### src/rtl/ppu_pkg.sv
// Shared constants and types for the PPU scan-out path: VGA 640x480@60 timing,
// NES frame geometry and video-buffer address width.
package ppu_pkg;

  localparam int H_ACTIVE = 640;
  localparam int H_FP     = 16;
  localparam int H_SYNC   = 96;
  localparam int H_BP     = 48;
  localparam int H_TOTAL  = H_ACTIVE + H_FP + H_SYNC + H_BP;

  localparam int V_ACTIVE = 480;
  localparam int V_FP     = 10;
  localparam int V_SYNC   = 2;
  localparam int V_BP     = 33;
  localparam int V_TOTAL  = V_ACTIVE + V_FP + V_SYNC + V_BP;

  localparam int NES_W   = 256;
  localparam int NES_H   = 240;
  localparam int VBUF_AW = 17;

  localparam logic [5:0] BLACK_IDX = 6'h0F;

  typedef struct packed {
    logic hs;
    logic vs;
    logic de;
  } vga_sync_t;

  localparam vga_sync_t SYNC_IDLE = '{hs: 1'b1, vs: 1'b1, de: 1'b0};

endpackage

### src/rtl/ppu_ntsc_pal.sv
// 64-entry NES colour-index to 12-bit RGB ROM with a registered output,
// advancing only on the pixel clock enable.
module ppu_ntsc_pal (
  input  logic        i_clk,
  input  logic        i_rst,
  input  logic        i_ce,
  input  logic [5:0]  i_idx,
  output logic [11:0] o_rgb
);

  localparam logic [11:0] PAL [64] = '{
    12'h777, 12'h00F, 12'h00B, 12'h42B, 12'h908, 12'hA02, 12'hA10, 12'h810,
    12'h530, 12'h070, 12'h060, 12'h050, 12'h045, 12'h000, 12'h000, 12'h000,
    12'hBBB, 12'h07F, 12'h05F, 12'h64F, 12'hD0C, 12'hE05, 12'hF30, 12'hE51,
    12'hA70, 12'h0B0, 12'h0A0, 12'h0A4, 12'h088, 12'h000, 12'h000, 12'h000,
    12'hFFF, 12'h3BF, 12'h68F, 12'h97F, 12'hF7F, 12'hF59, 12'hF75, 12'hFA4,
    12'hFB0, 12'hBF1, 12'h5D5, 12'h5F9, 12'h0ED, 12'h777, 12'h000, 12'h000,
    12'hFFF, 12'hAEF, 12'hBBF, 12'hDBF, 12'hFBF, 12'hFAC, 12'hFDB, 12'hFEA,
    12'hFD7, 12'hDF7, 12'hBFB, 12'hBFD, 12'h0FF, 12'hFDF, 12'h000, 12'h000
  };

  logic [11:0] rgb_q, rgb_d;

  always_comb begin
    rgb_d = i_ce ? PAL[i_idx] : rgb_q;
  end

  always_ff @(posedge i_clk) begin
    if (i_rst) rgb_q <= '0;
    else       rgb_q <= rgb_d;
  end

  assign o_rgb = rgb_q;

endmodule

### src/rtl/ppu_vscan.sv
// VGA scan-out of the double-banked NES frame buffer (2x scaled, centred) with
// tear-free bank swap. Define PPU_VSCAN_SCANLINE_EN to dim odd lines.
module ppu_vscan
  import ppu_pkg::*;
#(
  parameter int H_BORDER = 64
) (
  input  logic               i_clk,
  input  logic               i_rst,
  input  logic               i_pix_ce,
  input  logic               i_frame_done,
  output logic               o_wr_bank,
  output logic [VBUF_AW-1:0] o_vbuf_addr,
  output logic               o_vbuf_re,
  input  logic [7:0]         i_vbuf_rdata,
  output logic               o_vga_hs,
  output logic               o_vga_vs,
  output logic               o_vga_de,
  output logic [3:0]         o_vga_r,
  output logic [3:0]         o_vga_g,
  output logic [3:0]         o_vga_b
);

  localparam logic [9:0] H_LAST    = 10'(H_TOTAL - 1);
  localparam logic [9:0] V_LAST    = 10'(V_TOTAL - 1);
  localparam logic [9:0] H_ACT     = 10'(H_ACTIVE);
  localparam logic [9:0] V_ACT     = 10'(V_ACTIVE);
  localparam logic [9:0] H_SYNC_LO = 10'(H_ACTIVE + H_FP);
  localparam logic [9:0] H_SYNC_HI = 10'(H_ACTIVE + H_FP + H_SYNC);
  localparam logic [9:0] V_SYNC_LO = 10'(V_ACTIVE + V_FP);
  localparam logic [9:0] V_SYNC_HI = 10'(V_ACTIVE + V_FP + V_SYNC);
  localparam logic [9:0] H_WIN_LO  = 10'(H_BORDER);
  localparam logic [9:0] H_WIN_HI  = 10'(H_BORDER + 2 * NES_W);

  logic [9:0]         hcnt_q, hcnt_d, vcnt_q, vcnt_d;
  logic               rd_bank_q, rd_bank_d, pending_q, pending_d;
  logic [VBUF_AW-1:0] vbuf_addr_q, vbuf_addr_d;
  logic               vbuf_re_q, vbuf_re_d, win2_q, win2_d;
  vga_sync_t          sync1_q, sync1_d, sync2_q, sync2_d, sync3_q, sync3_d;
  logic               in_win, rdata_unused;
  logic [7:0]         win_x;
  logic [5:0]         pal_idx;
  logic [11:0]        pal_rgb, rgb_out;

  assign in_win = (hcnt_q >= H_WIN_LO) && (hcnt_q < H_WIN_HI) && (vcnt_q < V_ACT);
  assign win_x  = 8'((hcnt_q - H_WIN_LO) >> 1);

  always_comb begin
    hcnt_d      = hcnt_q;
    vcnt_d      = vcnt_q;
    rd_bank_d   = rd_bank_q;
    pending_d   = pending_q;
    vbuf_addr_d = vbuf_addr_q;
    vbuf_re_d   = vbuf_re_q;
    win2_d      = win2_q;
    sync1_d     = sync1_q;
    sync2_d     = sync2_q;
    sync3_d     = sync3_q;
    if (i_pix_ce) begin
      if (hcnt_q == H_LAST) begin
        hcnt_d = '0;
        vcnt_d = (vcnt_q == V_LAST) ? '0 : vcnt_q + 10'd1;
      end else begin
        hcnt_d = hcnt_q + 10'd1;
      end
      vbuf_re_d   = in_win;
      vbuf_addr_d = in_win ? {rd_bank_q, vcnt_q[8:1], win_x} : '0;
      sync1_d.hs  = ~((hcnt_q >= H_SYNC_LO) && (hcnt_q < H_SYNC_HI));
      sync1_d.vs  = ~((vcnt_q >= V_SYNC_LO) && (vcnt_q < V_SYNC_HI));
      sync1_d.de  = (hcnt_q < H_ACT) && (vcnt_q < V_ACT);
      win2_d      = vbuf_re_q;
      sync2_d     = sync1_q;
      sync3_d     = sync2_q;
    end
    // A frame_done pulse may land between strobes, so it is captured on any cycle.
    if (i_pix_ce && (hcnt_q == '0) && (vcnt_q == V_ACT) && (pending_q || i_frame_done)) begin
      rd_bank_d = ~rd_bank_q;
      pending_d = 1'b0;
    end else if (i_frame_done) begin
      pending_d = 1'b1;
    end
  end

  always_ff @(posedge i_clk) begin
    if (i_rst) begin
      hcnt_q      <= '0;
      vcnt_q      <= '0;
      rd_bank_q   <= 1'b0;
      pending_q   <= 1'b0;
      vbuf_addr_q <= '0;
      vbuf_re_q   <= 1'b0;
      win2_q      <= 1'b0;
      sync1_q     <= SYNC_IDLE;
      sync2_q     <= SYNC_IDLE;
      sync3_q     <= SYNC_IDLE;
    end else begin
      hcnt_q      <= hcnt_d;
      vcnt_q      <= vcnt_d;
      rd_bank_q   <= rd_bank_d;
      pending_q   <= pending_d;
      vbuf_addr_q <= vbuf_addr_d;
      vbuf_re_q   <= vbuf_re_d;
      win2_q      <= win2_d;
      sync1_q     <= sync1_d;
      sync2_q     <= sync2_d;
      sync3_q     <= sync3_d;
    end
  end

  assign pal_idx      = win2_q ? i_vbuf_rdata[5:0] : BLACK_IDX;
  assign rdata_unused = ^i_vbuf_rdata[7:6];

  ppu_ntsc_pal u_pal (
    .i_clk (i_clk),
    .i_rst (i_rst),
    .i_ce  (i_pix_ce),
    .i_idx (pal_idx),
    .o_rgb (pal_rgb)
  );

`ifdef PPU_VSCAN_SCANLINE_EN
  logic odd1_q, odd1_d, odd2_q, odd2_d, odd3_q, odd3_d;

  always_comb begin
    odd1_d = odd1_q;
    odd2_d = odd2_q;
    odd3_d = odd3_q;
    if (i_pix_ce) begin
      odd1_d = vcnt_q[0];
      odd2_d = odd1_q;
      odd3_d = odd2_q;
    end
  end

  always_ff @(posedge i_clk) begin
    if (i_rst) begin
      odd1_q <= 1'b0;
      odd2_q <= 1'b0;
      odd3_q <= 1'b0;
    end else begin
      odd1_q <= odd1_d;
      odd2_q <= odd2_d;
      odd3_q <= odd3_d;
    end
  end
`endif

  always_comb begin
    rgb_out = sync3_q.de ? pal_rgb : '0;
`ifdef PPU_VSCAN_SCANLINE_EN
    if (odd3_q) rgb_out = {1'b0, rgb_out[11:9], 1'b0, rgb_out[7:5], 1'b0, rgb_out[3:1]};
`endif
  end

  assign o_wr_bank = ~rd_bank_q;
  assign o_vbuf_addr = vbuf_addr_q;
  assign o_vbuf_re   = vbuf_re_q;
  assign o_vga_hs    = sync3_q.hs;
  assign o_vga_vs    = sync3_q.vs;
  assign o_vga_de    = sync3_q.de;
  assign {o_vga_r, o_vga_g, o_vga_b} = rgb_out;

endmodule

### config.mk
export PLATFORM = sky130hd
export DESIGN_NAME = ppu_vscan
export DESIGN_NICKNAME = d
export VERILOG_FILES = /design/src/rtl/ppu_pkg.sv /design/src/rtl/ppu_ntsc_pal.sv /design/src/rtl/ppu_vscan.sv
export SDC_FILE = /design/constraint.sdc
export NUM_CORES = 1
export LEC_CHECK = 0
export ABC_AREA = 0
export CAP_MARGIN = 5
export CORE_MARGIN = 2
export CORE_UTILIZATION = 25
export CTS_CLUSTER_SIZE = 30
export DETAILED_ROUTE_END_ITERATION = 7
export GPL_ROUTABILITY_DRIVEN = 0
export HOLD_SLACK_MARGIN = 0.08
export SYNTH_ARGS = -nofsm -noshare
export SYNTH_HDL_FRONTEND = slang
export SYNTH_HIERARCHICAL = 1
export SYNTH_SLANG_ARGS = --single-unit
### constraint.sdc
create_clock -name i_clk -period 4.58 [get_ports i_clk]
set_clock_uncertainty 0.2 [all_clocks]
set_input_delay 0.458 -clock i_clk [delete_from_list [all_inputs] [get_ports i_clk]]
set_output_delay 0.458 -clock i_clk [all_outputs]
set_load 0.02 [all_outputs]
# Yosys cells after proc, flatten, opt, wreduce, memory -nomap -nowiden

Memory sizes are Yosys's and may differ from the RTL's. A register that Yosys moved wholly into a read port is not among the register bits.
Cells that the tools add are included.

Muxes and demuxes: 5
Magnitude comparators: 8
Reductions and logical operators: 12
Bitwise operators: 4
Add/sub/neg operators: 3
Eq/ne operators: 3

Operator list:

| cell                    | number |
|---|---|
| $lt A10 B10 Y1 const B  | 3 |
| $add A10 B1 Y10 const B | 2 |
| $eq A10 B10 Y1 const B  | 2 |
| $lt A10 B9 Y1 const B   | 2 |
| $mux W10                | 2 |
| $mux W17                | 1 |
| $mux W12                | 1 |
| $eq A10 B9 Y1 const B   | 1 |
| $ge A10 B10 Y1 const B  | 1 |
| $ge A10 B7 Y1 const B   | 1 |
| $ge A10 B9 Y1 const B   | 1 |
| $logic_not A10 Y1       | 1 |
| $sub A9 B7 Y9 const B   | 1 |
| $logic_and A1 B1 Y1     | 8 |
| $not A6 Y7              | 1 |
| $mux W6                 | 1 |
| $not A1 Y1              | 3 |
| $reduce_and A2 Y1       | 1 |
| $reduce_or A2 Y1        | 1 |
| $logic_or A1 B1 Y1      | 1 |

Register bits: 50
Word-level logic and storage cells: 52
Memories: 1
ROM bits: 768
Input bits: 12
Output and inout port bits: 34

Memory list:

| name             | words | bits a word | read ports | clocked after Yosys merged registers in | write ports | line               | RTL |
|---|---|---|---|---|---|---|---|
| (name not given) | 64    | 12          | 1          | 1                                       | 0           | ppu_ntsc_pal.sv:25 | `rgb_d = i_ce ? PAL[i_idx] : rgb_q;` |

# Longest topological paths before layout

Depth in word-level cells: 5
Gate-level depth with buffers: 9
Mapped depth without buffers: 7

# By module

The synthesis kept the hierarchy.

By module, submodules not included:

| module       | area an instance (um2) | times used | sequential area each (um2) | cells each |
|---|---|---|---|---|
| ppu_vscan    | 2307.2                 | 1          | 1001.0                     | 252 |
| ppu_ntsc_pal | 1448.9                 | 1          | 240.2                      | 203 |

# Worst setup path before layout

No wires, ideal clock.

Kind: input to register
From: in i_vbuf_rdata[1]
To: reg u_pal.rgb_q[5], in the netlist u_pal/o_rgb[5]
Slack: 2.167 ns
Library setup time: 0.092 ns
Buffers on the path: 1
Arrival: 2.121 ns
Stages on the path: 8
Cell sequence: nand2b_1 > clkbuf_1 > inv_1 > ha_1 > mux2_1 > a211oi_1 > a311oi_1 > nor4_1

Longest elaborated chain between the ends: 2

Ends and longest elaborated chain:

| element                          | line               | RTL |
|---|---|---|
| start: declaration               | ppu_vscan.sv:15    | `input logic [7:0] i_vbuf_rdata,` |
| $mux W6                          | ppu_vscan.sv:110   | `assign pal_idx = win2_q ? i_vbuf_rdata[5:0] : BLACK_IDX;` |
| $not A6 Y7 (implied by the code) | ppu_ntsc_pal.sv:25 |  |
| end: declaration                 | ppu_ntsc_pal.sv:22 | `logic [11:0] rgb_q, rgb_d;` |

Every way passes these cells.
A chain may end at the register's enable or synchronous reset.

# Worst setup path after layout

From: in i_vbuf_rdata[1]
To: reg u_pal.rgb_q[5], in the netlist u_pal/o_rgb[5]

Longest elaborated chain between the ends: 2

Ends and longest elaborated chain:

| element                          | line               | RTL |
|---|---|---|
| $mux W6                          | ppu_vscan.sv:110   |  |
| via pal_idx[1]                   | ppu_vscan.sv:42    | `logic [5:0] pal_idx;` |
| $not A6 Y7 (implied by the code) | ppu_ntsc_pal.sv:25 |  |

The timed path passes the listed nets, and every way through them passes these cells.

==> results.ini <==
[die]
die_h_um = 127
die_area_mm2 = 0.0160
ios = 46
core_mm2 = 0.0146
rows = 44
die_x_um = 127
initial_core_util_pct = 25.7

[power_and_ir_drop]
power.share.switching_pct = 22.0
seq_power_share_pct = 42.8
peakVddDrop_mv = 0.157
p_int_uw = 1010
power_frac_comb_pct = 4.5
p_leak_uw = 0.00167
switching_power_uw = 285
power_density_mw_per_mm2 = 282
clkPwrFrac_pct = 52.6

[timing]
fin_crit_sh_pct = 67.0
max_freq_ghz = 0.326
fin_crit_ns = 3.07
final.setup.tns_ns = 0
fin_hold_ws_ns = 0.252
worst_pin_slew_ns = 0.802
slew_violations = 0
hold_viol_final = 0
max_slew_margin_pct = 46.4
setup_viol = 0
rsz0062_at_grt = false

[cts]
cts_buffers = 9
cts_resized = 0
htreeDepth = 3
numClockSinks = 62
clk_pin_slew_ns = 0.05
root_buffer = clkbuf_16
clockBufferDepth = 2
tritoncts = done
post_cts_buffers = 0
cts_hold_buf = 0
clk_latency_ns = 0.33

[critical_path]
cp-start-kind = primary input
crit_chain = clkdlybuf4s50_1 > nand2b_1 > inv_1 > ha_1 > mux2_1 > a211oi_1 > a311oi_1 > nor4_1
cpMaxStageDelayCell = nand2b_1
critPathTopFamily = simple AND/OR/NAND/NOR gates
path_max_fanout = 14
max_stage_delay_ns = 0.48
endpoint_kind = flip-flop
worstPathArrival_ns = 3.09
critPathKind = in -> reg
required_ns = 4.60
critPathBufInv = 2

[detailed_routing]
drt_iter0_markers = 488
routed_via_density = 5.22
post_drt_wl_per_cell_um = 14.8
via_count = 3510
routed_wl_mm = 9.97
drc_errors = 0
ant_nets = 0
first_pass_iters = 6

[synth]
ys_seq_area_share_pct = 33.0
synth-compound-area-share_pct = 23.2
synth_fa_ha_area_share_pct = 6.66
syn_area_mm2 = 0.00376
yosysUniqueCellTypes = 68
synth_edf_count = 0
synth_top_family_by_area = simple AND/OR/NAND/NOR gates
async_reset_ff_share_pct = 0
avgSynthCellArea_um2 = 8.26
synth-simple-area-share_pct = 25.1
syn-num-nets = 487
synth-xor-area-share_pct = 3.26
synth_flop_cell = dfxtp_1
ys_seq_elements = 62
yosys_warnings = 6
synthMuxAreaShare_pct = 1.93
synth_cells = 455

[layout]
fin_nets = 514
fillers = 1484
areaGrowthSynthToFinish_pct = 22.4
multi_input_area_mm2 = 0.00226
layout_commonest_cell = dfxtp_1
drive_gt1_share_pct = 6.78
register_area_mm2 = 0.00124
layout_common_cells = dfxtp_1, clkdlybuf4s50_1, nor2_1

[grt]
overflow = 0
grt_start_max_net_pins = 37
grt_pass1_vias = 3375
grt_usage_pct = 12.8
antenna_found_initial = 1
grt_pass1_wl_mm = 16.9

[placed_design]
hpwl_mm = 6.96
port_buffers = 43

[job]
drv_cap = 0

[min_path]
worstHoldPathType = reg -> reg

[status]
status = finished, final reports clean

[stage by stage]
stage               cell area [um^2]  setup slack (ns)  instances  total power [uW]  util [%]
floorplan                       3760              2.17        455               602         -
global placement                4290              1.33        655               625      29.4
detailed placement              4290              1.28        655               626      29.4
CTS                             4600              1.63        671              1310      31.5
global route                    4600              1.40        672              1360      31.5
finish                          4600              1.51        672              1300      31.5
[power groups by stage]
stage / registers, uW / clock network (uW) / logic (uW)
2_1_floorplan: 567 / 0 / 35.7
3_5_place_dp: 567 / 0 / 59.3
3_3_place_gp: 567 / 0 / 58.3
6_report: 556 / 682 / 58.7
4_1_cts: 556 / 698 / 59.5
5_1_grt: 557 / 732 / 66.4
[path summary, 6_finish.rpt]
kind | startpoint | endpoint | cells after the start | slack [ns]
worst min register to register | sync1_q[2] | sync2_q[2] | 1 | 0.25
worst max register to register | win2_q | u_pal/o_rgb[5] | 7 | 1.75
worst min-delay path | sync1_q[2] | sync2_q[2] | 1 | 0.25
worst max-delay path | i_vbuf_rdata[1] | u_pal/o_rgb[5] | 8 | 1.51
[state kept, by name (all words and copies together) (netlist names)]
signal / flops
hcnt_q: 10
o_vbuf_addr: 17
o_vbuf_re: 1
o_vga_de: 1
o_vga_hs: 1
o_vga_vs: 1
pending_q: 1
rd_bank_q: 1
sync1_q: 3
sync2_q: 3
u_pal/o_rgb: 12
vcnt_q: 10
win2_q: 1
[worst register-to-register path, delay by kind of cell (launching register included)]
kind                     cells  cell delay [ns]
AO/OA/AOI/OAI                2             0.41
adder cells (fa/ha/maj)      1             0.45
buffers and inverters        1             0.24
flip-flops                   1             0.36
multiplexers                 1             0.32
AND/OR/NAND/NOR              2             0.76
[final cells by class]
cell class,instances,share of cell area [%]
Inverter,21,1.77
Timing Repair Buffer,50,10.5
Antenna cell,1,0.0544
Clock inverter,5,1.28
Tap cell,184,5.01
Multi-Input combinational cell,338,49.1
Sequential cell,62,27.0
Clock buffer,11,5.28
[per-layer routing]
metal  global-route usage, %  wire (um)  vias up
met5                       0          0        -
met4                    5.62        236        0
met3                    2.78        647       24
met2                    19.8       4510      140
met1                    17.0       4580     1644
li1                        -          -     1702
[synth_stat cells (all sizes together) (7+ instances only)]
| library cell | instances | share of area [%] |
|---|---|---|
| nand2b | 14 | 2.3 |
| dfxtp | 62 | 33 |
| a211oi | 7 | 1.4 |
| buf | 17 | 3.0 |
| nor3 | 10 | 1.3 |
| o21ai | 24 | 3.2 |
| a22o | 16 | 3.8 |
| xnor2 | 10 | 2.3 |
| and2 | 18 | 3.0 |
| ha | 20 | 6.7 |
| nor4 | 8 | 1.5 |
| nand2 | 23 | 2.3 |
| nand3 | 16 | 2.1 |
| clkbuf | 17 | 1.7 |
| nand4 | 9 | 1.5 |
| nor2b | 12 | 2.0 |
| inv | 20 | 2.1 |
| nor2 | 39 | 4.0 |
| a21oi | 27 | 3.6 |
| a31oi | 9 | 1.5 |
[kinds of logic after synthesis]
family                     after synthesis
and+or+nand+nor                        172
adders and majority gates               20
xor gates and xnor gates                14
buffers and inverters                   55
muxes                                    7
DFF                                     62
AOI/OAI and AO/OA                      125
Note: power is estimated with default switching activity, not from simulation.
